$ cat src/rtl/store_buffer.sv
// Store buffer: a FIFO of pending {addr, data} stores that drains into data
// memory when commit_en allows, and forwards the newest matching store to loads.
module store_buffer #(
  parameter int DEPTH    = 4,
  parameter int ADDR_MAX = 65535
) (
  input  logic                       clk,
  input  logic                       rst_n,
  input  logic                       req_valid,
  output logic                       req_ready,
  input  logic                       req_we,
  input  logic [31:0]                req_addr,
  input  logic [31:0]                req_wdata,
  output logic                       rsp_valid,
  output logic [31:0]                rsp_rdata,
  input  logic                       commit_en,
  output logic [31:0]                mem_read_address,
  input  logic [31:0]                mem_data_out,
  output logic [31:0]                mem_write_address,
  output logic [31:0]                mem_data_in,
  output logic                       mem_write_enable,
  output logic [$clog2(DEPTH):0]     count,
  output logic                       err
);

  localparam int PW = $clog2(DEPTH);
  localparam int CW = PW + 1;
  localparam logic [31:0]   ADDR_LIMIT = 32'(ADDR_MAX);
  localparam logic [CW-1:0] DEPTH_C    = CW'(DEPTH);

  logic [31:0]   addr_q [DEPTH];
  logic [31:0]   addr_d [DEPTH];
  logic [31:0]   data_q [DEPTH];
  logic [31:0]   data_d [DEPTH];
  logic [DEPTH-1:0] valid_q, valid_d;
  logic [PW-1:0] head_q, head_d;
  logic [PW-1:0] tail_q, tail_d;
  logic [CW-1:0] count_q, count_d;
  logic          rsp_valid_q, rsp_valid_d;
  logic [31:0]   rsp_rdata_q, rsp_rdata_d;
  logic          err_q, err_d;

  logic          accept_s;
  logic          in_range_s;
  logic          push_s;
  logic          pop_s;
  logic          fwd_hit_s;
  logic [31:0]   fwd_data_s;
  logic [PW-1:0] fwd_idx_s;

  // Handshake and commit qualifiers; nothing is accepted or written while in reset
  always_comb begin
    req_ready  = (count_q < DEPTH_C);
    accept_s   = rst_n & req_valid & req_ready;
    in_range_s = (req_addr <= ADDR_LIMIT);
    push_s     = accept_s & req_we & in_range_s;
    pop_s      = rst_n & commit_en & (count_q != {CW{1'b0}});
  end

  // Scan oldest to newest so the last match wins; the committing head is still scanned
  always_comb begin
    fwd_hit_s  = 1'b0;
    fwd_data_s = 32'h0;
    fwd_idx_s  = head_q;
    for (int i = 0; i < DEPTH; i++) begin
      fwd_idx_s = head_q + PW'(i);
      if ((CW'(i) < count_q) && valid_q[fwd_idx_s] && (addr_q[fwd_idx_s] == req_addr)) begin
        fwd_hit_s  = 1'b1;
        fwd_data_s = data_q[fwd_idx_s];
      end else begin
        fwd_hit_s  = fwd_hit_s;
        fwd_data_s = fwd_data_s;
      end
    end
  end

  // FIFO pointer, entry and response next-state
  always_comb begin
    addr_d      = addr_q;
    data_d      = data_q;
    valid_d     = valid_q;
    head_d      = head_q;
    tail_d      = tail_q;
    count_d     = count_q;
    rsp_valid_d = accept_s & ~req_we;
    rsp_rdata_d = rsp_rdata_q;
    err_d       = accept_s & ~in_range_s;

    if (push_s) begin
      addr_d[tail_q]  = req_addr;
      data_d[tail_q]  = req_wdata;
      valid_d[tail_q] = 1'b1;
      tail_d          = tail_q + {{(PW-1){1'b0}}, 1'b1};
    end else begin
      tail_d = tail_q;
    end

    if (pop_s) begin
      valid_d[head_q] = 1'b0;
      head_d          = head_q + {{(PW-1){1'b0}}, 1'b1};
    end else begin
      head_d = head_q;
    end

    case ({push_s, pop_s})
      2'b10:   count_d = count_q + {{(CW-1){1'b0}}, 1'b1};
      2'b01:   count_d = count_q - {{(CW-1){1'b0}}, 1'b1};
      default: count_d = count_q;
    endcase

    if (accept_s && !req_we) begin
      if (!in_range_s) begin
        rsp_rdata_d = 32'h0;
      end else if (fwd_hit_s) begin
        rsp_rdata_d = fwd_data_s;
      end else begin
        rsp_rdata_d = mem_data_out;
      end
    end else begin
      rsp_rdata_d = rsp_rdata_q;
    end
  end

  // State register with synchronous active-low reset
  always_ff @(posedge clk) begin
    if (!rst_n) begin
      for (int i = 0; i < DEPTH; i++) begin
        addr_q[i] <= 32'h0;
        data_q[i] <= 32'h0;
      end
      valid_q     <= {DEPTH{1'b0}};
      head_q      <= {PW{1'b0}};
      tail_q      <= {PW{1'b0}};
      count_q     <= {CW{1'b0}};
      rsp_valid_q <= 1'b0;
      rsp_rdata_q <= 32'h0;
      err_q       <= 1'b0;
    end else begin
      addr_q      <= addr_d;
      data_q      <= data_d;
      valid_q     <= valid_d;
      head_q      <= head_d;
      tail_q      <= tail_d;
      count_q     <= count_d;
      rsp_valid_q <= rsp_valid_d;
      rsp_rdata_q <= rsp_rdata_d;
      err_q       <= err_d;
    end
  end

  // Memory ports are driven straight from the head entry and the request address
  always_comb begin
    mem_read_address  = req_addr;
    mem_write_enable  = pop_s;
    mem_write_address = addr_q[head_q];
    mem_data_in       = data_q[head_q];
    count             = count_q;
    rsp_valid         = rsp_valid_q;
    rsp_rdata         = rsp_rdata_q;
    err               = err_q;
  end

endmodule
$ cat config.mk
export PLATFORM = sky130hd
export DESIGN_NAME = store_buffer
export DESIGN_NICKNAME = d
export VERILOG_FILES = /design/src/rtl/store_buffer.sv
export SDC_FILE = /design/constraint.sdc
export NUM_CORES = 1
export LEC_CHECK = 0
export CORE_UTILIZATION = 55
export CTS_CLUSTER_SIZE = 20
export DETAILED_ROUTE_END_ITERATION = 8
export MAX_ROUTING_LAYER = met4
export PLACE_DENSITY = 0.9
export SYNTH_ARGS = -nofsm -noshare
export SYNTH_HDL_FRONTEND = slang
export SYNTH_SLANG_ARGS = --single-unit
$ cat constraint.sdc
create_clock -name clk -period 15.9 [get_ports clk]
set_clock_uncertainty 0.15 [all_clocks]
set_input_delay 3.18 -clock clk [delete_from_list [all_inputs] [get_ports clk]]
set_output_delay 3.18 -clock clk [all_outputs]
set_load 0.02 [all_outputs]
==> results of run 1 <==
==> path summary, 6_finish.rpt <==
| check | start | endpoint | slack, ns | cells past startpoint |
|---|---|---|---|---|
| worst min-delay path | rsp_rdata[27] | rsp_rdata[27] | 0.30 | 2 |
| worst min register to register | rsp_rdata[27] | rsp_rdata[27] | 0.30 | 2 |
| worst max register to register | head_q[1] | rsp_rdata[14] | 9.00 | 13 |
| worst max-delay path | rst_n | mem_write_enable | 7.12 | 4 |
==> per-layer routing <==
layer	vias up	track usage
met1	8968	0.515
li1	8107	-
met3	167	0.0488
met4	0	0.128
met5	-	-
met2	1047	0.580
==> power groups by stage <==
stage	registers (W)	logic, W	clock network [W]
after detailed placement	0.000771	0.000114	0
after global routing	0.000754	0.000122	0.000812
after floorplan	0.000771	0.0000606	0
after CTS	0.000754	0.000115	0.000778
final	0.000754	0.000119	0.000777
after global placement	0.000771	0.000114	0
==> worst max-delay path, stage by stage <==
cell	delay [ns]
buf_4	0.93
o211ai_1	0.39
inv_1	0.28
clkdlybuf4s50_1	0.64
==> cell usage in the layout (no fill, tap or decap), types with 16 or more instances in the layout <==
cell type and n:
a21boi_0 193, a21oi_1 66, a311o_1 29, and2_1 40, and3_1 101, buf_4 19
clkbuf_16 36, clkdlybuf4s50_1 234, dfxtp_1 299, inv_1 19, mux2_2 48, mux2i_1 158
mux4_2 81, nand2_1 449, nand4_1 19, nor2_1 77, nor4_1 25, o21ai_0 86
o21ai_1 16, xnor2_1 107
==> final cells by class <==
type | count | area [sq um] | area share
multi-input combinational | 1695 | 12400 | 0.547
antenna | 1 | 2.50 | 0.000111
tap | 455 | 569 | 0.0251
inverter | 20 | 75.1 | 0.00332
clock inverter | 6 | 45.0 | 0.00199
clock buffer | 54 | 1040 | 0.0459
timing repair buffer | 254 | 2500 | 0.111
sequential | 301 | 6030 | 0.266
==> sequential cells by signal, indices dropped and copies added (netlist names) <==
signal     cells
err            1
rsp_rdata     32
valid_q        4
count          3
tail_q         2
data_q       128
head_q         2
rsp_valid      1
addr_q       128
==> metrics by stage <==
step | power (W) | hold slack (ns)
after detailed placement | 0.000885 | 0.294
after global routing | 0.00169 | 0.328
final | 0.00165 | 0.304
after CTS | 0.00165 | 0.304
after floorplan | 0.000832 | 0.300
after global placement | 0.000884 | 0.283
==> logic make-up after synthesis <==
group | after synthesis | share of synthesized area
flip-flops | 301 | 0.307
buffers and inverters | 261 | 0.0679
AO/OA/AOI/OAI | 489 | 0.175
adder cells (fa/ha/maj) | 13 | 0.00828
XOR/XNOR | 114 | 0.0508
AND/OR/NAND/NOR | 788 | 0.187
multiplexers | 291 | 0.204
==> impl_metrics.env, run 1 <==
export IMPL_place_gp_congestion=1.02
export IMPL_fillers=2729
export IMPL_htreeDepth=2
export IMPL_synth_edf_count=0
export IMPL_drt_total_wl_um=68200
export IMPL_ant_nets=0
export IMPL_grt_util_all_layers=0.379
export IMPL_synth_nets=2371
export IMPL_grt_overflow=0
export IMPL_path_class="in -> out"
export IMPL_layout_drive_gt1_share=0.105
export IMPL_p_per_area_nw_per_um2=72.8
export IMPL_period_needed_ns=8.78
export IMPL_comb_power_share=0.072
export IMPL_cts_buffer_depth=3
export IMPL_switchingPower_w=0.000395
export IMPL_cts_tree="yes"
export IMPL_run_status="finished clean"
export IMPL_drtIter0Drc=2431
export IMPL_antenna_found_initial=2
export IMPL_critPathLaunchType="primary input"
export IMPL_clkTransAtPathRegs_ns=0.05
export IMPL_p_sw_frac=0.239
export IMPL_met3_wirelength_um=6410
export IMPL_clock_latency_ns=0.53
export IMPL_dieArea_sq_um=36500
export IMPL_wl_per_cell_um=24.5
export IMPL_postCtsSetupBuffers=0
export IMPL_dpl_cell_area_sq_um=21600
export IMPL_cts_buffers=35
export IMPL_yosysSeqAreaShare=0.307
export IMPL_synth_main_ff_cell="dfxtp_1"
export IMPL_worst_slack_ns=7.12
export IMPL_vias=18300
export IMPL_fp_row_count=68
export IMPL_routed_via_density=6.56
export IMPL_maxCapViolCount=0
export IMPL_slew_limit_headroom=0.132
export IMPL_start_util=0.563
export IMPL_timing_final_crit_share=0.552
export IMPL_synth_seq_cells=301
export IMPL_io_pins=236
export IMPL_syn_avg_cell_area_sq_um=8.70
export IMPL_io_buffer_count=235
export IMPL_post_synth_top_count_cell="nand2_1"
export IMPL_post_route_drc_count=0
export IMPL_finalMaxSlewViolations=0
export IMPL_ys_top_cells_by_count="nand2_1, dfxtp_1, a21boi_0"
export IMPL_syn_to_final_growth_pct=15.3
export IMPL_dr_pass1_iters=6
export IMPL_setup_tns_ns=0
export IMPL_vdd_ir_drop_worst_uv=64.1
export IMPL_async_flop_share=0
export IMPL_dpl_cell_count=2725
export IMPL_grt_start_max_net_pins=149
export IMPL_cts_hold_buffers_added=0
export IMPL_syn_inst=2257
export IMPL_finalSetupViolations=0
export IMPL_fp_coreArea_sq_um=34900
export IMPL_synth_area_sq_um=19600
export IMPL_clock_tree_root_cell="clkbuf_16"
export IMPL_grt_pass1_vias=17300
export IMPL_clkPwrFrac=0.471
export IMPL_preCtsSetupSlack_ns=7.17
export IMPL_wl_met1_um=28200
export IMPL_fmax_mhz=114
export IMPL_critPathCaptureType="output pin"
export IMPL_cts_resized=0
export IMPL_worst_pin_slew_ns=1.30
export IMPL_synth_cell_types=79
export IMPL_hpwl_um=45800
export IMPL_dieWidth_um=191
export IMPL_yosysTopAreaCellShare=0.307
export IMPL_hold_path_class="reg -> reg"
export IMPL_final_nets=2421
export IMPL_design_area_sq_um=22600
export IMPL_wl_met2_um=31100
export IMPL_clkSinkCount=301
export IMPL_intPower_w=0.00126
export IMPL_cp_required_ns=12.57
export IMPL_hold_viol_final=0
export IMPL_worstPathArrival_ns=5.45
export IMPL_synth_area_leaders="dfxtp_1, mux4_2, nand2_1"
export IMPL_top_layer_used="met4"
export IMPL_leakage_nw=7.72
export IMPL_share_seq_of_total_power=0.457
export IMPL_final_util=0.649
export IMPL_cp_max_fo=148
export IMPL_post_synth_top_area_cell="dfxtp_1"
export IMPL_grt_pass1_wl_um=103000
export IMPL_final_instance_count_excl_fill=2786
export IMPL_rsz0062_at_grt="false"
export IMPL_ys_warn_count=0
export IMPL_die_h_um=191
No activity file was read; power rests on OpenSTA's default activity.
==> run 2, diff against run 1 <==
==> constraint.sdc (replaced) <==
create_clock -name clk -period 9.2 [get_ports clk]
set_clock_uncertainty 0.15 [all_clocks]
set_input_delay 1.84 -clock clk [delete_from_list [all_inputs] [get_ports clk]]
set_output_delay 1.84 -clock clk [all_outputs]
set_load 0.02 [all_outputs]
==> impl_metrics.env, run 2 (synthesized netlist as in run 1, its figures left out) <==
export IMPL_timing_final_crit_share=0.723
export IMPL_fp_row_count=68
export IMPL_grt_pass1_vias=17400
export IMPL_critPathMostFrequentCell="buf_4"
export IMPL_ant_nets=0
export IMPL_place_gp_congestion=1.05
export IMPL_antenna_found_initial=2
export IMPL_clock_tree_root_cell="clkbuf_16"
export IMPL_cts_hold_buffers_added=0
export IMPL_path_class="reg -> reg"
export IMPL_clkTransAtPathRegs_ns=0.06
export IMPL_hold_viol_final=0
export IMPL_crit_slowest_cell="dfxtp_4"
export IMPL_cts_tree="yes"
export IMPL_clkSinkCount=301
export IMPL_final_cell_mix="nand2_1, dfxtp_1, clkdlybuf4s50_1, a21boi_0, mux2i_1"
export IMPL_finalMaxSlewViolations=0
export IMPL_dieWidth_um=191
export IMPL_drt_total_wl_um=67800
export IMPL_worstPathArrival_ns=7.00
export IMPL_max_stage_delay_ns=0.88
export IMPL_vias=18300
export IMPL_cp_max_fo=66
export IMPL_grt_pass1_wl_um=104000
export IMPL_io_buffer_count=235
export IMPL_layout_commonest_cell="nand2_1"
export IMPL_hold_path_class="reg -> reg"
export IMPL_vdd_ir_drop_worst_uv=151
export IMPL_die_h_um=191
export IMPL_fmax_mhz=150
export IMPL_period_needed_ns=6.66
export IMPL_cts_resized=0
export IMPL_post_route_drc_count=0
export IMPL_io_pins=236
export IMPL_htreeDepth=1
export IMPL_start_util=0.563
export IMPL_dieArea_sq_um=36500
export IMPL_p_per_area_nw_per_um2=126
export IMPL_slew_limit_headroom=0.199
export IMPL_drtIter0Drc=2239
export IMPL_rsz0062_at_grt="false"
export IMPL_cts_buffer_depth=3
export IMPL_run_status="finished clean"
export IMPL_syn_to_final_growth_pct=15.7
export IMPL_leakage_nw=7.73
export IMPL_postCtsSetupBuffers=0
export IMPL_cts_buffers=31
export IMPL_setup_tns_ns=0
export IMPL_hpwl_um=45600
export IMPL_critPathLaunchType="flop"
export IMPL_wl_per_cell_um=24.3
export IMPL_clock_latency_ns=0.58
export IMPL_routed_via_density=6.56
export IMPL_worst_pin_slew_ns=1.20
export IMPL_final_nets=2419
export IMPL_dr_pass1_iters=6
export IMPL_finalSetupViolations=0
export IMPL_grt_start_max_net_pins=167
export IMPL_hold_ws_ns=0.307
export IMPL_maxCapViolCount=0
export IMPL_grt_overflow=0
export IMPL_grt_util_all_layers=0.377
export IMPL_crit_chain="inv_2 > ha_4 > buf_4 > mux4_2 > xnor2_1 > and2_1 > nand4_1 > nor4_4 > buf_4 > nand2_2 > o2111ai_2 > buf_4 > o21ai_0 > o21ai_0"
export IMPL_cp_required_ns=9.54
export IMPL_fp_coreArea_sq_um=34900
export IMPL_layout_drive_gt1_share=0.108
export IMPL_critPathCaptureType="flop"
## run 2: final cells by class
class | count | area [sq um]
Clock buffer | 46 | 965
Timing Repair Buffer | 256 | 2540
Inverter | 20 | 75.1
Multi-Input combinational cell | 1695 | 12400
Fill cell | 2774 | 12200
Sequential cell | 301 | 6030
Antenna cell | 2 | 5.00
Tap cell | 455 | 569
Clock inverter | 12 | 154
## run 2: final timing paths
kind | cells past startpoint | startpoint | endpoint | slack [ns]
worst max-delay path | 14 | head_q[1] | rsp_rdata[5] | 2.54
worst min-delay path | 2 | rsp_rdata[24] | rsp_rdata[24] | 0.31
worst max register to register | 14 | head_q[1] | rsp_rdata[5] | 2.54
worst min register to register | 2 | rsp_rdata[24] | rsp_rdata[24] | 0.31
## run 2: worst max-delay path: cells and delay by family (launching register included)
kind | cells | cell delay [ns]
AO/OA/AOI/OAI | 3 | 0.65
XOR/XNOR | 1 | 0.27
adder cells (fa/ha/maj) | 1 | 0.87
buffers and inverters | 4 | 2.07
flip-flops | 1 | 0.88
multiplexers | 1 | 0.41
AND/OR/NAND/NOR | 4 | 1.14
## run 2: power by group
group | leakage (nW) | switching (W) | total (W) | internal, W
Combinational | 4.78 | 0.000117 | 0.000207 | 0.0000897
Clock | 0.532 | 0.000553 | 0.00136 | 0.000809
Sequential | 2.42 | 0.000000113 | 0.00130 | 0.00130
## run 2: stage by stage
stage	total power, W	setup slack, ns	utilization	area (sq um)	std cells
6_report	0.00287	2.54	0.651	22700	2787
5_1_grt	0.00293	2.33	0.651	22700	2787
4_1_cts	0.00286	2.74	0.650	22700	2784
3_5_place_dp	0.00153	2.78	0.618	21600	2726
3_3_place_gp	0.00153	3.03	0.618	21600	2726
2_1_floorplan	0.00144	3.60	-	19600	2257
## run 2: layer usage
layer	global-route usage	part of all wire
met5	-	0
met4	0.131	0.037
met3	0.0558	0.10
met2	0.573	0.46
met1	0.511	0.41
